File: config.mk
export PLATFORM = sky130hd
export DESIGN_NAME = r5p_mouse_rst_debounce
export DESIGN_NICKNAME = d
export VERILOG_FILES = /design/src/rtl/r5p_mouse_rst_debounce.sv
export SDC_FILE = /design/constraint.sdc
export NUM_CORES = 1
export LEC_CHECK = 0
export ABC_AREA = 0
export CORE_UTILIZATION = 50
export DETAILED_ROUTE_END_ITERATION = 6
export PLACE_DENSITY = 0.78
export SYNTH_ARGS = -nofsm -noshare
export SYNTH_HDL_FRONTEND = slang
export SYNTH_SLANG_ARGS = --single-unit
File: constraint.sdc
create_clock -name clk -period 2.9 [get_ports clk]
set_clock_uncertainty 0.05 [all_clocks]
set_input_delay 0.725 -clock clk [delete_from_list [all_inputs] [get_ports clk]]
set_output_delay 0.725 -clock clk [all_outputs]
set_load 0.03 [all_outputs]
File: src/rtl/r5p_mouse_rst_debounce.sv
// Board reset conditioner: synchronizes and debounces a push-button, then stretches the SoC reset.
// Define R5P_MOUSE_RST_COUNT_EN to add the saturating button-reset counter output rst_cnt.
module r5p_mouse_rst_debounce #(
    parameter int SYNC_FF = 2,
    parameter int DEB_CNT = 270000,
    parameter int RST_LEN = 16,
    parameter int BTN_POL = 1
) (
    input  logic       clk,
    input  logic       rst,
    input  logic       btn_i,
    output logic       btn_o,
`ifdef R5P_MOUSE_RST_COUNT_EN
    output logic [7:0] rst_cnt,
`endif
    output logic       rst_o
);

    localparam int DW = $clog2(DEB_CNT + 1);
    localparam int SW = $clog2(RST_LEN + 1);
    localparam logic POL_INV = (BTN_POL == 0) ? 1'b1 : 1'b0;
    localparam logic [DW-1:0] DEB_LAST = DW'(DEB_CNT - 1);
    localparam logic [SW-1:0] STR_LAST = SW'(RST_LEN - 1);
    localparam logic [SW-1:0] STR_ONE  = SW'(1);

    typedef enum logic [1:0] {
        HOLD    = 2'd0,
        STRETCH = 2'd1,
        RUN     = 2'd2
    } state_e;

    logic [SYNC_FF-1:0] sync_q, sync_d;
    logic               btn_q, btn_d;
    logic [DW-1:0]      dcnt_q, dcnt_d;
    state_e             state_q, state_d;
    logic [SW-1:0]      scnt_q, scnt_d;
    logic               rst_o_q, rst_o_d;
    logic               sync_s;

    assign sync_s = sync_q[SYNC_FF-1];

    // Synchronizer shift and debounce stability counter.
    always_comb begin
        sync_d = {sync_q[SYNC_FF-2:0], btn_i ^ POL_INV};
        btn_d  = btn_q;
        dcnt_d = dcnt_q;
        if (sync_s == btn_q) begin
            dcnt_d = '0;
        end else if (dcnt_q == DEB_LAST) begin
            btn_d  = ~btn_q;
            dcnt_d = '0;
        end else begin
            dcnt_d = dcnt_q + DW'(1);
        end
    end

    // Reset FSM next state; leaving HOLD already counts as the first stretch cycle.
    always_comb begin
        state_d = state_q;
        scnt_d  = scnt_q;
        rst_o_d = 1'b1;
        case (state_q)
            HOLD: begin
                scnt_d = '0;
                if (btn_q) begin
                    state_d = HOLD;
                end else if (STR_LAST == '0) begin
                    state_d = RUN;
                    rst_o_d = 1'b0;
                end else begin
                    state_d = STRETCH;
                    scnt_d  = STR_ONE;
                end
            end
            STRETCH: begin
                if (btn_q) begin
                    state_d = HOLD;
                    scnt_d  = '0;
                end else if (scnt_q == STR_LAST) begin
                    state_d = RUN;
                    scnt_d  = '0;
                    rst_o_d = 1'b0;
                end else begin
                    scnt_d  = scnt_q + STR_ONE;
                end
            end
            RUN: begin
                scnt_d = '0;
                if (btn_q) begin
                    state_d = HOLD;
                end else begin
                    rst_o_d = 1'b0;
                end
            end
            default: begin
                state_d = STRETCH;
                scnt_d  = '0;
            end
        endcase
    end

    // State registers; rst_o is asynchronously set so it rises without a clock.
    always_ff @(posedge clk or posedge rst) begin
        if (rst) begin
            sync_q  <= '0;
            btn_q   <= 1'b0;
            dcnt_q  <= '0;
            state_q <= STRETCH;
            scnt_q  <= '0;
            rst_o_q <= 1'b1;
        end else begin
            sync_q  <= sync_d;
            btn_q   <= btn_d;
            dcnt_q  <= dcnt_d;
            state_q <= state_d;
            scnt_q  <= scnt_d;
            rst_o_q <= rst_o_d;
        end
    end

    assign btn_o = btn_q;
    assign rst_o = rst_o_q;

`ifdef R5P_MOUSE_RST_COUNT_EN
    logic [7:0] cnt_q, cnt_d;

    // Count RUN->HOLD transitions, saturating at 255.
    always_comb begin
        if ((state_q == RUN) && btn_q && (cnt_q != 8'hFF)) begin
            cnt_d = cnt_q + 8'd1;
        end else begin
            cnt_d = cnt_q;
        end
    end

    // Button-reset counter register.
    always_ff @(posedge clk or posedge rst) begin
        if (rst) begin
            cnt_q <= 8'd0;
        end else begin
            cnt_q <= cnt_d;
        end
    end

    assign rst_cnt = cnt_q;
`endif

endmodule
==> qor.txt, run 1 <==
initial antenna violation count - 0
Antenna Nets Post-Route - 0
DRC errors left - 0
Port Buffers - 4
outcome - complete, no violations
remaining global-route overflow - 0
CP delay by family, top - buffers and inverters
# fillers - 228
Hold/Removal Path Class - flip-flop to flip-flop
CTS tree - built
largest net degree at the start of global routing - 31
Cell Area, Synth - 1490 µm²
Hold Path End - sync_q[1]
post-CTS setup buffers - 0
global-route wire length before repair - 4820 µm
pwr dens - 439 nW/µm²
flop-to-flop setup slack - 0.64 ns
row cnt - 19
Die X - 56.5 µm
EDFF count, synth - 0
#FFs+latches synth - 30
Clock Pin Slew Worst Setup and Hold Paths - 0.09 ns
Core ar. - 2780 µm²
num ports - 5
CTS sink count - 30
CP Capture Type - output pin
top post-synthesis cells by area - dfrtp_1 (47%), xnor2_1 (6.5%), ha_1 (5.1%)
clock latency on the worst-skew pair - 0.34 ns
post-cts repair resize count - 0
final worst path period need - 2.46 ns
Tcrit/Tclk final - 84.8%
layout cell share with drive strength beyond 1 - 9.74%
setup violators final - 0
vias - 1072
synthesized net count - 153
post-DP HPWL - 1880 µm
Max-cap violations - 0
post-synthesis sequential area ratio - 50.7%
Slowest-stage cell, CP - clkdlybuf4s50_1
vias per inst - 5.79
Final #Nets - 162
Synthesis Warnings - 0
# diodes - 0
reg-to-reg critical path startpoint - dcnt_q[4]
dominant cell type by area after synthesis - dfrtp_1
Max Freq - 407 MHz
hold path start - sync_q[0]
area grow syn2layout - 8.59%
total CTS buffers - 5
gr usage total - 20.3%
top cell type's share of synthesized area - 47.1%
die height - 56.5 µm
routability cong. - 0.870
worst hold path cell count - 0
P_leak - 0.000658 µW
Starting Density - 53.4%
reg2reg path depth - 4
initial DRC count - 29
Required @ worst endpoint - 2.12 ns
Clock Tree Buf Depth - 2
Worst R2R End - dcnt_q[14]
setup TNS - 0 ns
Max Transition Viols Final - 0
worst-margin pin slew - 0.484 ns
Syn Inst Count - 144
Primary FF master, synth - dfrtp_1
total wire length - 2660 µm
Slew headroom - 67.6%
Placed Instance Area - 1550 µm²
drt wl/cell - 14.4 µm
syn_area_per_cell - 10.3 µm²
area occupied by multi-input gates - 681 µm²
clock root buffer - clkbuf_4
Reg area - 753 µm²
worst path arrival time - 1.68 ns
total power draw - 708 µW
vias in the first global route - 1108
Hold Vio Cnt, Final - 0
drt first pass iters - 4
CTS H-tree lvls - 2
crit path max fanout - 13
Distinct cells, synth - 32
kind of critical path - flip-flop to output pin
CP bufs+invs - 1
ys async rst share - 100%
RSZ-0062 raised after global routing - false
worst hold margin - 0.306 ns
die footprint - 3200 µm²
VDD IR max - 0.368 mV
final instance area - 1610 µm²
CTS Hold Bufs - 0
crit start category - flip-flop
worst path cell trace - clkdlybuf4s50_1
slowest stage delay, CP - 0.75 ns
==> Yosys cell counts (3+ instances only) <==
| cell type | number |
|---|---|
| a21oi_1 | 5 |
| dfrtp_1 | 28 |
| ha_1 | 6 |
| inv_1 | 9 |
| nand2_1 | 7 |
| nand3_1 | 8 |
| nand4_1 | 6 |
| nor2_1 | 19 |
| nor3b_1 | 3 |
| nor4_1 | 5 |
| o21ai_0 | 3 |
| or4_1 | 3 |
| xnor2_1 | 11 |
| xor2_1 | 6 |
==> cell type report <==
cell class	count	share of cell area, %
flip-flops and latches	30	46.7
multi-input cells	102	42.2
clock buffers	7	3.41
repair buffers	5	2.95
well taps	31	2.40
inverters	9	2.09
clock inverters	1	0.310
==> sequential cells by signal (all words and copies together) (netlist names) <==
name     cells
sync_q       2
scnt_q       5
state_q      2
btn_o        1
dcnt_q      19
rst_o        1
==> layer usage <==
metal  GRT usage, %  vias to the layer above  wire, µm
met3           8.53                        8       120
li1               -                      523         -
met5              0                        -         0
met2           30.4                       19      1250
met1           24.0                      522      1220
met4           12.9                        0        72
==> per-stage QoR <==
stage / setup slack, ns / util (%) / cells
detailed placement: 0.690 / 55.9 / 177
global route: 0.351 / 58.0 / 185
CTS: 0.422 / 58.0 / 185
floorplan: 0.828 / - / 144
global placement: 0.733 / 55.9 / 177
finish: 0.441 / 58.0 / 185
==> placed cells by master (no fill, tap or decap), types with 2 or more instances in the layout <==
| master | n |
|---|---|
| a21oi_1 | 5 |
| clkbuf_4 | 5 |
| clkdlybuf4s50_1 | 4 |
| dfrtp_1 | 28 |
| dfstp_2 | 2 |
| ha_1 | 6 |
| inv_1 | 9 |
| nand2_1 | 7 |
| nand3_1 | 8 |
| nand3b_1 | 2 |
| nand4_1 | 6 |
| nand4b_1 | 2 |
| nor2_1 | 19 |
| nor3_1 | 2 |
| nor3b_1 | 3 |
| nor4_1 | 5 |
| o21ai_0 | 3 |
| o31ai_1 | 2 |
| or3_1 | 2 |
| or4_1 | 3 |
| xnor2_1 | 11 |
| xor2_1 | 6 |
==> how the worst max path moves through the flow <==
stage               from    endpoint  slack, ns  depth (start not counted)
5_1_grt            btn_o       btn_o       0.35                          1
2_1_floorplan  dcnt_q[4]       btn_o       0.83                          4
6_report           btn_o       btn_o       0.44                          1
3_3_place_gp   dcnt_q[6]  dcnt_q[14]       0.73                          4
3_5_place_dp   dcnt_q[4]  dcnt_q[14]       0.69                          4
4_1_cts            btn_o       btn_o       0.42                          1
==> logic make-up after synthesis <==
| logic type | count (synthesis) | synth area share [%] |
|---|---|---|
| compound gates | 14 | 6.40 |
| xor+xnor | 17 | 10.0 |
| fa+ha+maj | 6 | 5.05 |
| buf+inv | 12 | 3.54 |
| flops | 30 | 50.7 |
| mux | 1 | 0.758 |
| simple gates | 64 | 23.6 |
==> where the power goes <==
part / switching [µW] / internal [µW] / leakage [µW]
Combinational: 15.5 / 7.41 / 0.000223
Sequential: 3.81 / 423 / 0.000400
Clock: 141 / 117 / 0.0000353
Total: 161 / 547 / 0.000658
(Power assumes the default switching activity.)
==> run 2: changes to the inputs <==
--- a/config.mk
+++ b/config.mk
@@ -8,7 +8,7 @@
 export ABC_AREA = 0
 export CORE_UTILIZATION = 50
 export DETAILED_ROUTE_END_ITERATION = 6
-export PLACE_DENSITY = 0.78
+export PLACE_DENSITY = 0.81
 export SYNTH_ARGS = -nofsm -noshare
 export SYNTH_HDL_FRONTEND = slang
 export SYNTH_SLANG_ARGS = --single-unit
==> constraint.sdc (replaced) <==
create_clock -name clk -period 2.2 [get_ports clk]
set_clock_uncertainty 0.05 [all_clocks]
set_input_delay 0.55 -clock clk [delete_from_list [all_inputs] [get_ports clk]]
set_output_delay 0.55 -clock clk [all_outputs]
set_load 0.03 [all_outputs]
==> run 2 against run 1 <==
Net effect: sequential power rose by 32%; via count rose by 3.9%; critical path depth rose by 3; largest cell class unchanged; hold slack got worse by 0.0031 ns; highest routed layer unchanged; count of clock-buffer cells in the layout did not move.
==> qor.txt, run 2 (same netlist as run 1, synthesis figures left out) <==
Hold Path End - sync_q[1] (unchanged)
worst hold path cell count - 0 (unchanged)
Max Freq - 475 MHz
pwr dens - 562 nW/µm² (was 439 nW/µm²)
Starting Density - 53.4% (unchanged)
total CTS buffers - 5 (unchanged)
Port Buffers - 4 (unchanged)
Hold Vio Cnt, Final - 0 (unchanged)
RSZ-0062 raised after global routing - false (unchanged)
hold path start - sync_q[0] (unchanged)
Antenna Nets Post-Route - 0 (unchanged)
vias per inst - 5.80 (was 5.79)
area grow syn2layout - 12.1% (was 8.59%)
crit start category - flip-flop (unchanged)
initial DRC count - 48 (was 29)
final worst path period need - 2.11 ns
clock root buffer - clkbuf_4 (unchanged)
Slew headroom - 75.9% (was 67.6%)
Worst R2R End - btn_o (was dcnt_q[14])
remaining global-route overflow - 0 (unchanged)
# fillers - 234 (was 228)
drt first pass iters - 4 (unchanged)
final instance area - 1670 µm² (was 1610 µm²)
CP Capture Type - flip-flop (was output pin)
Core ar. - 2780 µm² (unchanged)
post-DP HPWL - 2100 µm (was 1880 µm)
reg-to-reg critical path startpoint - dcnt_q[4] (unchanged)
global-route wire length before repair - 5000 µm (was 4820 µm)
CTS Hold Bufs - 0 (unchanged)
setup violators final - 0 (unchanged)
Reg area - 753 µm² (unchanged)
vias - 1114 (was 1072)
drt wl/cell - 14.9 µm (was 14.4 µm)
die height - 56.5 µm (unchanged)
most frequent cells in the layout - dfrtp_1 (28), nor2_1 (19), xnor2_1 (11) (unchanged)
Final #Nets - 169 (was 162)
worst path arrival time - 2.27 ns (was 1.68 ns)
flop-to-flop setup slack - 0.09 ns (was 0.64 ns)
kind of critical path - flip-flop to flip-flop (was flip-flop to output pin)
worst-margin pin slew - 0.362 ns (was 0.484 ns)
num ports - 5 (unchanged)
CTS tree - built (unchanged)
Max-cap violations - 0 (unchanged)
vias in the first global route - 1175 (was 1108)
Hold/Removal Path Class - flip-flop to flip-flop (unchanged)
reg2reg path depth - 4 (unchanged)
Biggest register - dcnt_q (unchanged)
Top Registers - dcnt_q x19, scnt_q x5 (unchanged)
largest net degree at the start of global routing - 13 (was 31)
Die X - 56.5 µm (unchanged)
Required @ worst endpoint - 2.37 ns (was 2.12 ns)
Tcrit/Tclk final - 95.7%
setup TNS - 0 ns (unchanged)
initial antenna violation count - 0 (unchanged)
layout cell share with drive strength beyond 1 - 13.7% (was 9.74%)
die footprint - 3200 µm² (unchanged)
Clock Tree Buf Depth - 2 (unchanged)
post-CTS setup buffers - 0 (unchanged)
DRC errors left - 0 (unchanged)
total wire length - 2850 µm (was 2660 µm)
VDD IR max - 0.424 mV (was 0.368 mV)
post-cts repair resize count - 0 (unchanged)
commonest non-fill, non-tap cell in the layout - dfrtp_1 (unchanged)
routability cong. - 0.884 (was 0.870)
total power draw - 936 µW (was 708 µW)
Clock Pin Slew Worst Setup and Hold Paths - 0.09 ns (about the same)
# diodes - 0 (unchanged)
gr usage total - 20.9% (was 20.3%)
flip-flop count of the largest register after layout - 19 (unchanged)
clock latency on the worst-skew pair - 0.33 ns (was 0.34 ns)
Placed Instance Area - 1610 µm² (was 1550 µm²)
crit path max fanout - 2 (was 13)
CTS sink count - 30 (unchanged)
outcome - complete, no violations (unchanged)
P_leak - 0.000693 µW (was 0.000658 µW)
Max Transition Viols Final - 0 (unchanged)
row cnt - 19 (unchanged)
area occupied by multi-input gates - 681 µm² (unchanged)
CTS H-tree lvls - 2 (unchanged)
-- run 2: cell count changes in the layout (fill, tap and decap cells not counted) --
| cell | previous run | this run |
|---|---|---|
| buf_4 | 1 | 8 |
-- run 2: worst max path at each step --
stage | cells past startpoint | start | slack, ns | endpoint
3_3_place_gp | 4 | dcnt_q[6] | 0.17 | btn_o
3_5_place_dp | 4 | dcnt_q[6] | 0.11 | btn_o
6_report | 4 | dcnt_q[4] | 0.09 | btn_o
5_1_grt | 4 | dcnt_q[6] | 0.01 | btn_o
4_1_cts | 4 | dcnt_q[6] | 0.08 | btn_o
2_1_floorplan | 4 | dcnt_q[4] | 0.13 | btn_o
-- run 2: routing by layer --
| metal | wire length (µm) | GRT usage, % | part of all wire (%) |
|---|---|---|---|
| met2 | 1420 | 33.1 | 50 |
| met4 | 81 | 12.9 | 2.8 |
| met3 | 120 | 5.99 | 4.2 |
| met5 | 0 | 0 | 0 |
| met1 | 1230 | 25.0 | 43 |
-- run 2: power breakdown --
group / switching [µW] / internal (µW)
Sequential: 6.05 / 557
Clock: 183 / 155
Combinational: 21.7 / 13.4
-- run 2: critical path: stages (launching register included) --
cell     delay (ns)
dfrtp_1        0.39
or4b_1         0.51
or4_4          0.57
nor2_1         0.12
mux2_2         0.34
-- run 2: area by class of cell --
| type | count | share of cell area [%] |
|---|---|---|
| flip-flops and latches | 30 | 45.2 |
| repair buffers | 12 | 6.01 |
| clock inverters | 1 | 0.300 |
| well taps | 31 | 2.33 |
| clock buffers | 7 | 3.30 |
| inverters | 9 | 2.03 |
| multi-input cells | 102 | 40.8 |
-- run 2: per-stage QoR --
stage / cells / utilization, % / hold WS, ns / setup WS [ns]
2_1_floorplan: 144 / - / 0.281 / 0.128
3_3_place_gp: 184 / 57.8 / 0.282 / 0.165
3_5_place_dp: 184 / 57.8 / 0.286 / 0.106
4_1_cts: 192 / 59.9 / 0.307 / 0.0838
5_1_grt: 192 / 59.9 / 0.320 / 0.0130
6_report: 192 / 59.9 / 0.302 / 0.0946
==> run 3: changes to the inputs <==
--- a/config.mk
+++ b/config.mk
@@ -8,7 +8,9 @@
 export ABC_AREA = 0
 export CORE_UTILIZATION = 50
 export DETAILED_ROUTE_END_ITERATION = 6
+export HOLD_SLACK_MARGIN = 0.1
 export PLACE_DENSITY = 0.81
 export SYNTH_ARGS = -nofsm -noshare
 export SYNTH_HDL_FRONTEND = slang
 export SYNTH_SLANG_ARGS = --single-unit
+export TNS_END_PERCENT = 100
==> results of run 3 <==
No change in the layout: final DEF, timing and power equal those of run 2.
